### config.mk
export PLATFORM = sky130hd
export DESIGN_NAME = cdp_sqsum_window_pipe_flat
export DESIGN_NICKNAME = d
export VERILOG_FILES = /design/src/rtl/cdp_sqsum_pkg.sv /design/src/rtl/cdp_sqsum_window_pipe_if.sv /design/src/rtl/cdp_sqsum_pair_stage.sv /design/src/rtl/cdp_sqsum_window_pipe.sv /design/src/flat_wrapper.sv
export SDC_FILE = /design/constraint.sdc
export NUM_CORES = 1
export LEC_CHECK = 0
export ABC_AREA = 1
export CAP_MARGIN = 20
export CORE_UTILIZATION = 41
export DETAILED_ROUTE_END_ITERATION = 10
export SLEW_MARGIN = 40
export SYNTH_ARGS = -nofsm -noshare
export SYNTH_HDL_FRONTEND = slang
export SYNTH_SLANG_ARGS = --single-unit
### constraint.sdc
create_clock -name nvdla_core_clk -period 5 [get_ports nvdla_core_clk]
set_input_delay 0.75 -clock nvdla_core_clk [delete_from_list [all_inputs] [get_ports nvdla_core_clk]]
set_output_delay 0.75 -clock nvdla_core_clk [all_outputs]
set_load 0.005 [all_outputs]
### src/rtl/cdp_sqsum_pkg.sv
// Shared helpers for the CDP square-sum window pipe.
//   clog2     : ceiling log2 for elaboration-time widths
//   full_bw   : full-precision width of a MAX_TAPS-tap sum of IN_BW-bit values
//   centre    : index of the centre tap (also the number of symmetric tap pairs)
//   sat_u     : unsigned clamp of a value to out_bw bits
package cdp_sqsum_pkg;

  function automatic int unsigned clog2(input int unsigned v);
    int unsigned r;
    r = 0;
    for (int unsigned i = 0; i < 32; i++) begin
      if ((32'd1 << i) < v) r = i + 1;
    end
    return r;
  endfunction

  function automatic int unsigned full_bw(input int unsigned in_bw, input int unsigned max_taps);
    return in_bw + clog2(max_taps);
  endfunction

  function automatic int unsigned centre(input int unsigned max_taps);
    return (max_taps - 1) / 2;
  endfunction

  function automatic logic [63:0] sat_u(input logic [63:0] v, input int unsigned out_bw);
    logic [63:0] m;
    if (out_bw >= 64) return v;
    m = (64'd1 << out_bw) - 64'd1;
    return (v > m) ? m : v;
  endfunction

endpackage

### src/rtl/cdp_sqsum_window_pipe_if.sv
// Handshake bundle for the square-sum window pipe.
//   sq_valid/sq_ready/sq_pd/cfg_half_len : input beat (taps + per-beat half window)
//   sum_valid/sum_ready/sum_pd/sum_sat   : output beat (window sum + clamp flag)
// master: upstream/downstream driver side; slave: the pipe itself.
interface cdp_sqsum_window_pipe_if #(
  parameter int unsigned IN_BW    = 17,
  parameter int unsigned MAX_TAPS = 9,
  parameter int unsigned HLEN_BW  = 3,
  parameter int unsigned OUT_BW   = 21
);
  logic                      sq_valid;
  logic                      sq_ready;
  logic [MAX_TAPS*IN_BW-1:0] sq_pd;
  logic [HLEN_BW-1:0]        cfg_half_len;
  logic                      sum_valid;
  logic                      sum_ready;
  logic [OUT_BW-1:0]         sum_pd;
  logic                      sum_sat;

  modport master (
    output sq_valid, sq_pd, cfg_half_len, sum_ready,
    input  sq_ready, sum_valid, sum_pd, sum_sat
  );

  modport slave (
    input  sq_valid, sq_pd, cfg_half_len, sum_ready,
    output sq_ready, sum_valid, sum_pd, sum_sat
  );
endinterface

### src/rtl/cdp_sqsum_pair_stage.sv
// S1 of the square-sum pipe: clamps the half window, folds the taps into
// centre + symmetric pair sums, masks pairs outside the window, registers them.
//   i_clk/i_rst   : clock, synchronous active-high reset
//   i_valid/o_adv : input beat valid / stage can accept (drives sq_ready)
//   i_pd          : taps, tap i at [i*IN_BW +: IN_BW]
//   i_half_len    : half window for this beat
//   i_s2_adv      : downstream stage advancing this cycle
//   o_valid       : S1 holds a beat
//   o_centre      : registered centre tap
//   o_pairs       : registered pair sums, pair k (1-based) at [(k-1)*(IN_BW+1) +: IN_BW+1]
module cdp_sqsum_pair_stage
  import cdp_sqsum_pkg::*;
#(
  parameter int unsigned IN_BW    = 17,
  parameter int unsigned MAX_TAPS = 9,
  parameter int unsigned HLEN_BW  = 3
) (
  input  logic                                          i_clk,
  input  logic                                          i_rst,
  input  logic                                          i_valid,
  input  logic [MAX_TAPS*IN_BW-1:0]                     i_pd,
  input  logic [HLEN_BW-1:0]                            i_half_len,
  input  logic                                          i_s2_adv,
  output logic                                          o_adv,
  output logic                                          o_valid,
  output logic [IN_BW-1:0]                              o_centre,
  output logic [centre(MAX_TAPS)*(IN_BW+1)-1:0]         o_pairs
);
  localparam int unsigned C  = centre(MAX_TAPS);
  localparam int unsigned PW = IN_BW + 1;

  logic [IN_BW-1:0]   w_tap [MAX_TAPS];
  logic [HLEN_BW-1:0] w_hlen;
  logic [C*PW-1:0]    w_pairs;

  logic               r_valid;
  logic [IN_BW-1:0]   r_centre;
  logic [C*PW-1:0]    r_pairs;

  always_comb begin
    for (int unsigned i = 0; i < MAX_TAPS; i++) w_tap[i] = i_pd[i*IN_BW +: IN_BW];
  end

  assign w_hlen = (32'(i_half_len) > C) ? HLEN_BW'(C) : i_half_len;

  // Pairs beyond the window are zeroed here, so nothing from an earlier beat leaks in.
  always_comb begin
    w_pairs = '0;
    for (int unsigned k = 1; k <= C; k++) begin
      if (32'(w_hlen) >= k)
        w_pairs[(k-1)*PW +: PW] = PW'(w_tap[C-k]) + PW'(w_tap[C+k]);
    end
  end

  assign o_adv = !r_valid || i_s2_adv;

  always_ff @(posedge i_clk) begin
    if (i_rst) begin
      r_valid <= 1'b0;
    end else begin
      if (o_adv) r_valid <= i_valid;
      if (o_adv && i_valid) begin
        r_centre <= w_tap[C];
        r_pairs  <= w_pairs;
      end
    end
  end

  assign o_valid  = r_valid;
  assign o_centre = r_centre;
  assign o_pairs  = r_pairs;
endmodule

### src/rtl/cdp_sqsum_window_pipe.sv
// Elastic two-stage sum of a centred window of squared taps.
//   nvdla_core_clk : clock
//   nvdla_core_rst : synchronous active-high reset
//   bus (slave)    : sq_* input beat with cfg_half_len, sum_* output beat with sum_sat
// S1 (pair stage) folds taps into pair sums; S2 reduces them, clamps to OUT_BW
// and holds the output until sum_ready.
module cdp_sqsum_window_pipe
  import cdp_sqsum_pkg::*;
#(
  parameter int unsigned IN_BW    = 17,
  parameter int unsigned MAX_TAPS = 9,
  parameter int unsigned HLEN_BW  = 3,
  parameter int unsigned OUT_BW   = 21
) (
  input logic                    nvdla_core_clk,
  input logic                    nvdla_core_rst,
  cdp_sqsum_window_pipe_if.slave bus
);
  localparam int unsigned NPAIR = centre(MAX_TAPS);
  localparam int unsigned PW    = IN_BW + 1;
  localparam int unsigned FBW   = full_bw(IN_BW, MAX_TAPS);

  logic                w_s1_valid;
  logic                w_s1_adv;
  logic                w_s2_adv;
  logic [IN_BW-1:0]    w_centre;
  logic [NPAIR*PW-1:0] w_pairs;
  logic [FBW-1:0]      w_total;
  logic [OUT_BW-1:0]   w_pd;
  logic                w_sat;

  logic                r_valid;
  logic [OUT_BW-1:0]   r_pd;
  logic                r_sat;

  assign w_s2_adv = !r_valid || bus.sum_ready;

  cdp_sqsum_pair_stage #(
    .IN_BW    (IN_BW),
    .MAX_TAPS (MAX_TAPS),
    .HLEN_BW  (HLEN_BW)
  ) u_s1 (
    .i_clk      (nvdla_core_clk),
    .i_rst      (nvdla_core_rst),
    .i_valid    (bus.sq_valid),
    .i_pd       (bus.sq_pd),
    .i_half_len (bus.cfg_half_len),
    .i_s2_adv   (w_s2_adv),
    .o_adv      (w_s1_adv),
    .o_valid    (w_s1_valid),
    .o_centre   (w_centre),
    .o_pairs    (w_pairs)
  );

  assign bus.sq_ready = w_s1_adv;

  always_comb begin
    w_total = FBW'(w_centre);
    for (int unsigned k = 0; k < NPAIR; k++) w_total = w_total + FBW'(w_pairs[k*PW +: PW]);
  end

  // When OUT_BW covers the full width the clamp is a no-op and sat stays 0.
  assign w_pd  = OUT_BW'(sat_u(64'(w_total), OUT_BW));
  assign w_sat = (sat_u(64'(w_total), OUT_BW) != 64'(w_total));

  always_ff @(posedge nvdla_core_clk) begin
    if (nvdla_core_rst) begin
      r_valid <= 1'b0;
      r_pd    <= '0;
      r_sat   <= 1'b0;
    end else if (w_s2_adv) begin
      r_valid <= w_s1_valid;
      if (w_s1_valid) begin
        r_pd  <= w_pd;
        r_sat <= w_sat;
      end
    end
  end

  assign bus.sum_valid = r_valid;
  assign bus.sum_pd    = r_pd;
  assign bus.sum_sat   = r_sat;
endmodule

### src/flat_wrapper.sv
// flat-port wrapper written by rule: the top's interface ports become plain ports
module cdp_sqsum_window_pipe_flat import cdp_sqsum_pkg::*;
#(
  parameter int unsigned IN_BW    = 17,
  parameter int unsigned MAX_TAPS = 9,
  parameter int unsigned HLEN_BW  = 3,
  parameter int unsigned OUT_BW   = 21
)
  (nvdla_core_clk, nvdla_core_rst, bus_sq_valid, bus_sq_pd, bus_cfg_half_len, bus_sum_ready, bus_sq_ready, bus_sum_valid, bus_sum_pd, bus_sum_sat);
  cdp_sqsum_window_pipe_if #(.IN_BW(IN_BW), .MAX_TAPS(MAX_TAPS), .HLEN_BW(HLEN_BW), .OUT_BW(OUT_BW)) bus_i ();
  input logic nvdla_core_clk;
  input logic nvdla_core_rst;
  input wire logic [$bits(bus_i.sq_valid)-1:0] bus_sq_valid;
  input wire logic [$bits(bus_i.sq_pd)-1:0] bus_sq_pd;
  input wire logic [$bits(bus_i.cfg_half_len)-1:0] bus_cfg_half_len;
  input wire logic [$bits(bus_i.sum_ready)-1:0] bus_sum_ready;
  output wire logic [$bits(bus_i.sq_ready)-1:0] bus_sq_ready;
  output wire logic [$bits(bus_i.sum_valid)-1:0] bus_sum_valid;
  output wire logic [$bits(bus_i.sum_pd)-1:0] bus_sum_pd;
  output wire logic [$bits(bus_i.sum_sat)-1:0] bus_sum_sat;
  assign bus_i.sq_valid = bus_sq_valid;
  assign bus_i.sq_pd = bus_sq_pd;
  assign bus_i.cfg_half_len = bus_cfg_half_len;
  assign bus_i.sum_ready = bus_sum_ready;
  assign bus_sq_ready = bus_i.sq_ready;
  assign bus_sum_valid = bus_i.sum_valid;
  assign bus_sum_pd = bus_i.sum_pd;
  assign bus_sum_sat = bus_i.sum_sat;
  cdp_sqsum_window_pipe #(.IN_BW(IN_BW), .MAX_TAPS(MAX_TAPS), .HLEN_BW(HLEN_BW), .OUT_BW(OUT_BW)) u_core (.nvdla_core_clk(nvdla_core_clk), .nvdla_core_rst(nvdla_core_rst), .bus(bus_i));
endmodule
==> reports/results.tsv <==
stage	metric	value	unit
clock_tree	cts hold-fix bufs	0	
placement	Inst Count DP	1923	
synthesis	Avg Cell Area, Syn	7.37	sq um
pwr	VDD IR max	197	uV
die	row count	58	
die	Initial Utilization	41.6	%
route	Post-DRT Antenna Nets	0	
synthesis	post-synthesis cell area	0.0105	sq mm
placement	Port Buffers	182	
sta	unrepaired setup endpoints after global routing	false	
clock_tree	CTS H-tree depth	3	
route	total number of vias	9511	
clock_tree	CTS max path bufs	2	
layout	Post-Layout Cell Count	1939	
sta	min Tclk post-route	4.24	ns
critical_path	worst setup path category	reg2reg	
pwr	Lkg Pwr	6.24	nW
sta	worst clock skew	0.0129	ns
synthesis	Syn Inst Count	1418	
sta	fin worst setup slack	0.762	ns
run	Max-Cap Viols	0	
pwr	Comb pwr share	51.7	%
layout	# diodes	0	
pwr	total power	3.92	mW
clock_tree	Skew-Pair Late Insertion Delay	0.36	ns
route	routed wire length per instance	14.2	microns
status	status	complete, no violations	
route	total wire length	27600	microns
critical_path	Worst Path Max Fanout	5	
placement	GP Congestion	0.888	
clock_tree	Post-CTS Setup Inserts	0	
grt	first-pass GRT wire length	45900	microns
sta	FMAX	236	MHz
grt	total gr overflow	0	
min_path	Hold Path Stages	2	
clock_tree	CTS tree	done	
critical_path	R2R depth	22	
pwr	part of the power in registers	28.9	%
pwr	switching power	1.62	mW
synthesis	Yosys cell types	41	
placement	Post-DP HPWL	23600	microns
clock_tree	Worst-path clk slew	0.09	ns
sta	slew margin rel.	53.3	%
route	DRT iter0 DRCs	516	
clock_tree	Num CTS Buffers	9	
layout	Fillers	2468	
synthesis	Syn Nets	1724	
layout	Final Core Density	51.7	%
grt	vias in the first global route	9244	
route	TritonRoute pass-1 iters	7	
pwr	clock power share	19.4	%
die	Die Ht	162	microns
synthesis	top cells by area, synth	edfxtp_1 (26%), ha_1 (13%), nand2_1 (11%)	
critical_path	crit path launch type	register	
clock_tree	clock sink count	112	
min_path	Hold WC Path Type	reg2reg	
pwr	PD cells	302	mW/mm^2
clock_tree	cts repair resizes	0	
pwr	switch share	41.4	%
pwr	internal power	2.30	mW
synthesis	largest area contributor in the netlist	edfxtp_1	
sta	fin crit share	84.8	%
sta	final hold vios	0	
sta	worst hold margin	0.487	ns
sta	final setup violation count	0	
critical_path	CP required	5.26	ns
grt	initial antenna violation count	0	
die	Core Area	0.0251	sq mm
layout	nets@finish	1910	
synthesis	dominant synthesized flop cell	edfxtp_1	
layout	most frequent cells in the layout	nand2_1 (298), inv_1 (255), clkdlybuf4s50_1 (182), nor2_1 (161), a21oi_1 (155)	
placement	Placement Setup Slack	0.799	ns
grt	largest net degree at the start of global routing	72	
synthesis	Yosys reg bits	112	
route	vias per cell	4.91	
route	DRC Markers	0	
die	die span in x	162	microns
synthesis	sequential share of the synthesized area	30.0	%
layout	post-route cell area	0.0130	sq mm
placement	placed inst area	0.0127	sq mm
synthesis	EDFF count, synth	89	
clock_tree	Clk Tree Root Cell	clkbuf_16	
sta	Least-Margin Pin Slew	0.699	ns
sta	setup TNS	0	ns
layout	commonest non-fill, non-tap cell in the layout	nand2_1	
die	Die Area	0.0261	sq mm
synthesis	area share of the leading cell type in the synthesized netlist	25.6	%
critical_path	CP endpoint kind	register	
sta	Final Max Slew Viols	0	
layout	Layout area overhead	24.2	%
synthesis	ys async rst share	0	%
critical_path	WP data arrival	4.50	ns
grt	overall routing resource usage	22.2	%
synthesis	Synth warnings	0	
die	Top Ports	184	
layout	layout cells sized above 1	2.30	%
-- final timing paths --
kind / startpoint / end / slack [ns]
setup / recovery: u_core.u_s1.o_pairs[0]$_SDFFCE_PN0P_ / u_core.bus.sum_pd[19]$_SDFFE_PP0P_ / 0.76
setup reg to reg: u_core.u_s1.o_pairs[0]$_SDFFCE_PN0P_ / u_core.bus.sum_pd[19]$_SDFFE_PP0P_ / 0.76
hold / removal: u_core.bus.sum_pd[0]$_SDFFE_PP0P_ / u_core.bus.sum_pd[0]$_SDFFE_PP0P_ / 0.49
hold reg to reg: u_core.bus.sum_pd[0]$_SDFFE_PP0P_ / u_core.bus.sum_pd[0]$_SDFFE_PP0P_ / 0.49
-- cell type report --
type                            instances  area, sq um  area share [%]
Multi-Input combinational cell       1039         6290            48.5
Sequential cell                       112         3130            24.1
Timing Repair Buffer                  185         1860            14.3
Inverter                              257          967            7.45
Tap cell                              330          413            3.18
Clock buffer                            9          225            1.74
Clock inverter                          7         86.3           0.665
-- critical path: stages, from the launching register on --
cell	delay [ns]
edfxtp_1	0.38
ha_1	0.24
fa_1	0.42
nand3_1	0.09
nand2_1	0.09
a21oi_1	0.21
o21ai_0	0.18
xor2_1	0.19
fa_1	0.49
inv_1	0.05
fa_1	0.49
inv_1	0.04
ha_1	0.35
nand2_1	0.11
inv_1	0.05
a21oi_1	0.14
nand3_1	0.21
nand2_1	0.14
nand2_1	0.06
nand2_1	0.05
nand3_1	0.06
nand2_1	0.07
inv_1	0.03
-- layer usage --
metal / global-route usage, % / vias to the layer above / share of wire [%] / routed length (microns)
li1: - / 5022 / - / -
met1: 31.6 / 4246 / 50 / 13700
met2: 36.1 / 211 / 45 / 12400
met3: 1.86 / 32 / 3.5 / 968
met4: 6.05 / 0 / 1.8 / 500
met5: 0 / - / 0 / 0
-- Yosys cell counts (7+ instances only) --
| cell type | instances |
|---|---|
| nand3_1 | 96 |
| nand4_1 | 12 |
| o21bai_1 | 8 |
| o21a_1 | 11 |
| nand3b_1 | 7 |
| inv_1 | 256 |
| xor2_1 | 16 |
| o21ai_0 | 61 |
| nand2_1 | 298 |
| dfxtp_1 | 23 |
| a21oi_1 | 155 |
| edfxtp_1 | 89 |
| nor2_1 | 161 |
| nor3_1 | 8 |
| fa_1 | 41 |
| ha_1 | 105 |
| a21o_1 | 10 |
-- flip-flops by register name (all words and copies together) (netlist names) --
name	cells
u_core.u_s1.o_pairs	72
u_core.bus.sum_pd	21
u_core.u_s1.o_centre	17
u_core.bus.sum_valid	1
u_core.u_s1.o_valid	1
-- cells by family (layout without fill, tap and decap cells) --
| kind of cell | count (synthesis) | after routing | synth area share, % |
|---|---|---|---|
| and+or+nand+nor | 603 | 603 | 24.0 |
| AOI/OAI and AO/OA | 268 | 268 | 14.0 |
| buffers and inverters | 267 | 458 | 9.78 |
| adders and majority gates | 146 | 146 | 20.4 |
| DFF | 112 | 112 | 30.0 |
| xor gates and xnor gates | 21 | 21 | 1.76 |
| other | 1 | 1 | 0.0359 |
-- power groups by stage --
stage	Combinational, mW	Sequential (mW)	Clock [mW]
floorplan	1.41	1.15	0
global placement	2.01	1.15	0
detailed placement	2.02	1.16	0
CTS	2.03	1.13	0.775
global route	2.34	1.14	0.807
finish	2.03	1.13	0.760
Power figures use the tool's default switching activity.
